File: config.mk
export PLATFORM = sky130hd
export DESIGN_NAME = max_window_packer
export DESIGN_NICKNAME = d
export VERILOG_FILES = /design/src/rtl/max_window_packer_pkg.sv /design/src/rtl/max_window_packer_window_bank.sv /design/src/rtl/max_window_packer.sv
export SDC_FILE = /design/constraint.sdc
export NUM_CORES = 2
export LEC_CHECK = 0
export ABC_AREA = 1
export CAP_MARGIN = 40
export CORE_AREA = 2 2 511 513
export CTS_BUF_LIST = sky130_fd_sc_hd__clkbuf_2
export DETAILED_ROUTE_END_ITERATION = 8
export DIE_AREA = 0 0 513 515
export GPL_ROUTABILITY_DRIVEN = 1
export PLACE_DENSITY = 0.7
export SLEW_MARGIN = 20
export SYNTH_ARGS = -nofsm -noshare
export SYNTH_HDL_FRONTEND = slang
export SYNTH_SLANG_ARGS = --single-unit
File: constraint.sdc
create_clock -name clk -period 3.7 [get_ports clk]
set_input_delay 0.37 -clock clk [delete_from_list [all_inputs] [get_ports clk]]
set_output_delay 0.37 -clock clk [all_outputs]
set_load 0.02 [all_outputs]
File: src/rtl/max_window_packer_pkg.sv
// Shared constants and types for the max-pool window packer.
package max_window_packer_pkg;

  localparam int unsigned DATA_WIDTH   = 16;
  localparam int unsigned SIZE         = 9;
  localparam int unsigned N            = SIZE * SIZE;
  localparam logic [15:0] FP16_NEG_INF = 16'hFC00;

  typedef enum logic [1:0] {
    EMPTY   = 2'd0,
    FILLING = 2'd1,
    FULL    = 2'd2
  } bank_state_e;

endpackage

File: src/rtl/max_window_packer_window_bank.sv
// One N-slot window register bank with per-slot write, commit, discard and release.
module window_bank
  import max_window_packer_pkg::*;
#(
  parameter int unsigned DATA_WIDTH = 16,
  parameter int unsigned N          = 81,
  parameter int unsigned IDX_W      = $clog2(N)
) (
  input  logic                    clk,
  input  logic                    rst_n,
  input  logic                    clear_i,
  input  logic                    wr_en_i,
  input  logic [IDX_W-1:0]        wr_idx_i,
  input  logic [DATA_WIDTH-1:0]   wr_data_i,
  input  logic                    commit_i,
  input  logic                    discard_i,
  input  logic                    release_i,
  output bank_state_e             state_o,
  output logic [DATA_WIDTH*N-1:0] data_o
);

  logic [DATA_WIDTH-1:0] slot_q [N];
  bank_state_e           state_q;

  always_ff @(posedge clk or negedge rst_n) begin
    if (!rst_n) begin
      for (int unsigned k = 0; k < N; k++) slot_q[k] <= '0;
    end else if (wr_en_i) begin
      slot_q[wr_idx_i] <= wr_data_i;
    end
  end

  // Clear (flush) only returns the bank to EMPTY; slot contents are kept.
  always_ff @(posedge clk or negedge rst_n) begin
    if (!rst_n) begin
      state_q <= EMPTY;
    end else if (clear_i || release_i) begin
      state_q <= EMPTY;
    end else if (commit_i) begin
      state_q <= FULL;
    end else if (discard_i) begin
      state_q <= EMPTY;
    end else if (wr_en_i) begin
      state_q <= FILLING;
    end
  end

  always_comb begin
    data_o = '0;
    for (int unsigned k = 0; k < N; k++) data_o[k*DATA_WIDTH +: DATA_WIDTH] = slot_q[k];
  end

  assign state_o = state_q;

endmodule

File: src/rtl/max_window_packer.sv
// Packs a row-major FP16 element stream into SIZE x SIZE windows via two ping-pong banks.
module max_window_packer
  import max_window_packer_pkg::*;
#(
  parameter int unsigned DATA_WIDTH = max_window_packer_pkg::DATA_WIDTH,
  parameter int unsigned SIZE       = max_window_packer_pkg::SIZE
) (
  input  logic                              clk,
  input  logic                              rst_n,
  input  logic                              flush,
  input  logic                              s_valid,
  output logic                              s_ready,
  input  logic [DATA_WIDTH-1:0]             s_data,
  input  logic                              s_last,
  output logic                              m_valid,
  input  logic                              m_ready,
  output logic [DATA_WIDTH*SIZE*SIZE-1:0]   m_window,
  output logic                              err_len
);

  localparam int unsigned NW    = SIZE * SIZE;
  localparam int unsigned IDX_W = $clog2(NW);

  logic [IDX_W-1:0] idx_q, idx_d;
  logic             wr_ptr_q, wr_ptr_d;
  logic             rd_ptr_q, rd_ptr_d;
  logic             err_len_q, err_len_d;

  bank_state_e                bank_state [2];
  logic [DATA_WIDTH*NW-1:0]   bank_data  [2];

  logic accept, last_slot, commit, discard, consume;

  assign s_ready   = (bank_state[wr_ptr_q] != FULL);
  assign m_valid   = (bank_state[rd_ptr_q] == FULL);
  assign m_window  = bank_data[rd_ptr_q];
  assign err_len   = err_len_q;

  assign accept    = s_valid && s_ready && !flush;
  assign last_slot = (idx_q == IDX_W'(NW - 1));
  assign commit    = accept && last_slot;
  assign discard   = accept && s_last && !last_slot;
  assign consume   = m_valid && m_ready && !flush;

  for (genvar b = 0; b < 2; b++) begin : g_bank
    logic sel_wr, sel_rd;
    assign sel_wr = (wr_ptr_q == 1'(b));
    assign sel_rd = (rd_ptr_q == 1'(b));

    window_bank #(
      .DATA_WIDTH (DATA_WIDTH),
      .N          (NW),
      .IDX_W      (IDX_W)
    ) u_bank (
      .clk       (clk),
      .rst_n     (rst_n),
      .clear_i   (flush),
      .wr_en_i   (accept && sel_wr),
      .wr_idx_i  (idx_q),
      .wr_data_i (s_data),
      .commit_i  (commit && sel_wr),
      .discard_i (discard && sel_wr),
      .release_i (consume && sel_rd),
      .state_o   (bank_state[b]),
      .data_o    (bank_data[b])
    );
  end

  // Flush realigns both pointers so the next committed bank is the one read.
  always_comb begin
    idx_d     = idx_q;
    wr_ptr_d  = wr_ptr_q;
    rd_ptr_d  = rd_ptr_q;
    err_len_d = 1'b0;
    if (flush) begin
      idx_d    = '0;
      wr_ptr_d = 1'b0;
      rd_ptr_d = 1'b0;
    end else begin
      if (accept) begin
        err_len_d = s_last ^ last_slot;
        if (commit || discard) idx_d = '0;
        else                   idx_d = idx_q + 1'b1;
      end
      if (commit)  wr_ptr_d = ~wr_ptr_q;
      if (consume) rd_ptr_d = ~rd_ptr_q;
    end
  end

  always_ff @(posedge clk or negedge rst_n) begin
    if (!rst_n) begin
      idx_q     <= '0;
      wr_ptr_q  <= 1'b0;
      rd_ptr_q  <= 1'b0;
      err_len_q <= 1'b0;
    end else begin
      idx_q     <= idx_d;
      wr_ptr_q  <= wr_ptr_d;
      rd_ptr_q  <= rd_ptr_d;
      err_len_q <= err_len_d;
    end
  end

endmodule

==> results.yml <==
timing:
  slew_headroom: 0.1286
  fin_ws_ns: -0.6617
  maxSlewViolCount: 0
  skew_ns: 0.2116
  fin_crit_sh: 1.179
  fin_tns_setup_ns: -576.66
  rsz0062_at_grt: "true"
  finalCriticalPeriod_ns: 4.362
  hold_violations: 0
  worstMarginPinSlew_ns: 1.307
  setup_viol: 1296
  max_clock_freq_mhz: 229.3
critical_path:
  worstPathRequired_ns: 3.33
  reg2reg_depth: 12
  r2r_slack_ns: -0.12
  crit_arrival_ns: 3.99
  cp.depth: 7
  cp_common_cell: "nand2_1"
  slowest_stage: "clkdlybuf4s50_1"
  timing.rr.end: "g_bank[1].u_bank.data_o[462]"
  crit_path_max_incr_delay_ns: 0.65
  rr_startpoint: "g_bank[1].sel_wr"
  path_delay_family: "buffers and inverters"
  end_kind: "output pin"
  crit_buf_inv: 5
  critPathLaunchType: "flip-flop"
  path_cells: "buf_12, inv_16, buf_4, buf_16, nand2_1, nand2_1, clkdlybuf4s50_1"
  crit_type: "flip-flop to output pin"
  path_max_fanout: 16
logic_synthesis:
  syn_inst: 14488
  synth.avg_cell_area_um2: 7.892
  synth_warnings: 0
  synth-edff-count: 0
  async_reset_ff_frac: 1.000
  synth_area_mm2: 0.1143
  synth_fp_nets: 14512
  synth_cell_type_count: 29
  ys_seq_elements: 2606
  seq_area_frac_synth: 0.5704
  synth_top_flop_cell: "dfrtp_1"
power_and_ir_drop:
  combPwrFrac: 0.059
  p_leak_nw: 77.63
  peakVddDrop_mv: 0.2672
  power.share.clock: 0.391
  power_mw: 52.19
  pwr-share-seq: 0.550
  p_int_mw: 37.05
  p_sw_frac: 0.2901
  p_switching_mw: 15.14
  powerDensity_mw_per_mm2: 370.1
cells_and_area:
  layout-drive-gt1-share: 0.1200
  layout_common_cells: "nand2_1 (7903), dfrtp_1 (2605), nand3_1 (1260), clkbuf_2 (1048), o21ai_0 (739)"
  layout_commonest_cell: "nand2_1"
  synthToLayoutAreaGrowth_pct: 23.33
  final_nets: 15979
  postLayoutCellArea_mm2: 0.1410
  instances_no_fill: 19832
place:
  dp_cells: 18457
  placed_area_mm2: 0.1317
  dpl.hpwl_um: 309700
  place.port_buffers: 1320
  place_congestion: 0.8980
min_path:
  hold_path_depth: 5
  worstHoldStart: "s_valid"
  hold-path-endpoint: "g_bank[1].u_bank.state_o[1]"
  hp-class: "input pin to flip-flop"
routing:
  drt_pass1_iterations: 8
  drt_wl_total_um: 509700
  final_antenna_net_count: 0
  vias_per_cell: 5.631
  avgRoutedWirePerCell_um: 25.70
  vias: 111681
  drtIter0Drc: 14604
  drc_errors: 0
floorplan:
  die_w_um: 513
  initial_utilization: 0.4422
  core_area_mm2: 0.2585
  die_height_um: 515
  pin_count: 1321
  die_area_mm2: 0.2642
  num_rows: 187
clock_network:
  h-tree-depth: 6
  cts_buffer_depth: 4
  cts_root_buf: "clkbuf_2"
  cts.sinks: 2606
  clk_pin_slew_ns: 0.10
  cts_buffers: 687
  cts_tree: "built"
  worstSkewPairLatency_ns: 1.97
status:
  outcome: "finished with violations"
  violations: "setup timing"
global_routing:
  gr-usage-all-layers: 0.3738
  grt_max_degree: 151
  grt_pass1_wl_um: 724400
  grt_pass1_vias: 103582
  antenna_found_initial: 55
  grt-ovfl-total: 0
run:
  cap_violations: 0
## synthesized netlist by cell type, types with 3 or more instances
library cell / instances / area, um^2
buf_2: 218 / 1091
buf_1: 45 / 168.9
o21ai_1: 566 / 2833
nor2_2: 10 / 62.56
nor2_4: 59 / 664.4
nand2_4: 8 / 90.09
o21ai_0: 739 / 3699
inv_1: 32 / 120.1
a21oi_1: 3 / 15.01
nor2_8: 18 / 360.4
nand3_1: 1267 / 6341
nand4_1: 4 / 25.02
dfrtp_1: 2606 / 65210
clkbuf_1: 858 / 3221
buf_4: 9 / 67.56
nand2_1: 7983 / 29960
nand2_2: 31 / 193.9
inv_2: 8 / 30.03
nor2_1: 10 / 37.54
## power groups by stage
stage | registers, mW | logic [mW] | clock network, mW
after floorplan | 29.2 | 0.786 | 0
after global placement | 29.2 | 2.88 | 0
after detailed placement | 29.2 | 2.91 | 0
after CTS | 28.7 | 3.00 | 20.5
after global routing | 28.7 | 3.13 | 22.0
final | 28.7 | 3.07 | 20.4
## worst max-delay path by stage
stage | start | to | slack, ns
floorplan | g_bank[1].sel_rd | m_window[1065] | 1.85
global placement | idx_q[1] | g_bank[0].u_bank.data_o[538] | 0.54
detailed placement | idx_q[1] | g_bank[0].u_bank.data_o[986] | 0.47
CTS | g_bank[1].sel_rd | m_window[337] | -0.94
global route | g_bank[1].sel_rd | m_window[504] | -0.93
finish | g_bank[1].sel_rd | m_window[981] | -0.66
## logic make-up after synthesis
| family | after synthesis | synth area share |
|---|---|---|
| AOI/OAI and AO/OA | 1309 | 0.05732 |
| adders and majority gates | 2 | 0.0002188 |
| xor gates and xnor gates | 3 | 0.0002298 |
| buffers and inverters | 1170 | 0.04109 |
| and+or+nand+nor | 9398 | 0.3308 |
| DFF | 2606 | 0.5704 |
## state kept, by name, indices dropped and copies added (netlist names)
signal / flops
err_len: 1
g_bank.u_bank.data_o: 2592
idx_q: 7
g_bank.u_bank.state_o: 4
g_bank.sel_rd: 1
g_bank.sel_wr: 1
## final cells by class
cell class,instances,area (um^2)
repair inverters,3,56.30
flip-flops and latches,2606,65220
diodes,32,80.08
fillers,23932,117500
repair buffers,1905,20460
multi-input cells,10712,44810
clock inverters,136,895.9
well taps,3402,4257
clock buffers,996,4985
inverters,40,244.0
## per-stage QoR
stage / hold WS, ns / utilization / setup WS (ns)
6_report: 0.3590 / 0.5454 / -0.6617
5_1_grt: 0.09711 / 0.5452 / -0.9298
4_1_cts: 0.06018 / 0.5424 / -0.9377
3_5_place_dp: 0.3013 / 0.5095 / 0.4732
3_3_place_gp: 0.2933 / 0.5085 / 0.5375
2_1_floorplan: 0.07441 / - / 1.845
## routing by layer
layer	routed length [um]	up-vias	track usage
li1	-	48901	-
met1	186900	52960	0.4865
met2	214800	8207	0.5342
met3	70530	1585	0.1198
met4	37270	28	0.2455
met5	189	-	0
## what timing repair did
item | CTS | global route
endpoints found under the hold margin | 5212 | 0
pin swaps | 13 | 4
cloned | 35 | 22
hold buffers | 109 | 0
setup buffers | 26 | 19
resized for setup | 787 | 403
setup endpoints to repair | 1298 | 1311
## worst reg2reg max path: cells and delay by family (launching register included)
family / cells / cell delay (ns)
buffers and inverters: 7 / 2.89
flip-flops: 1 / 0.37
AND/OR/NAND/NOR: 5 / 0.59
(Power assumes the default switching activity.)
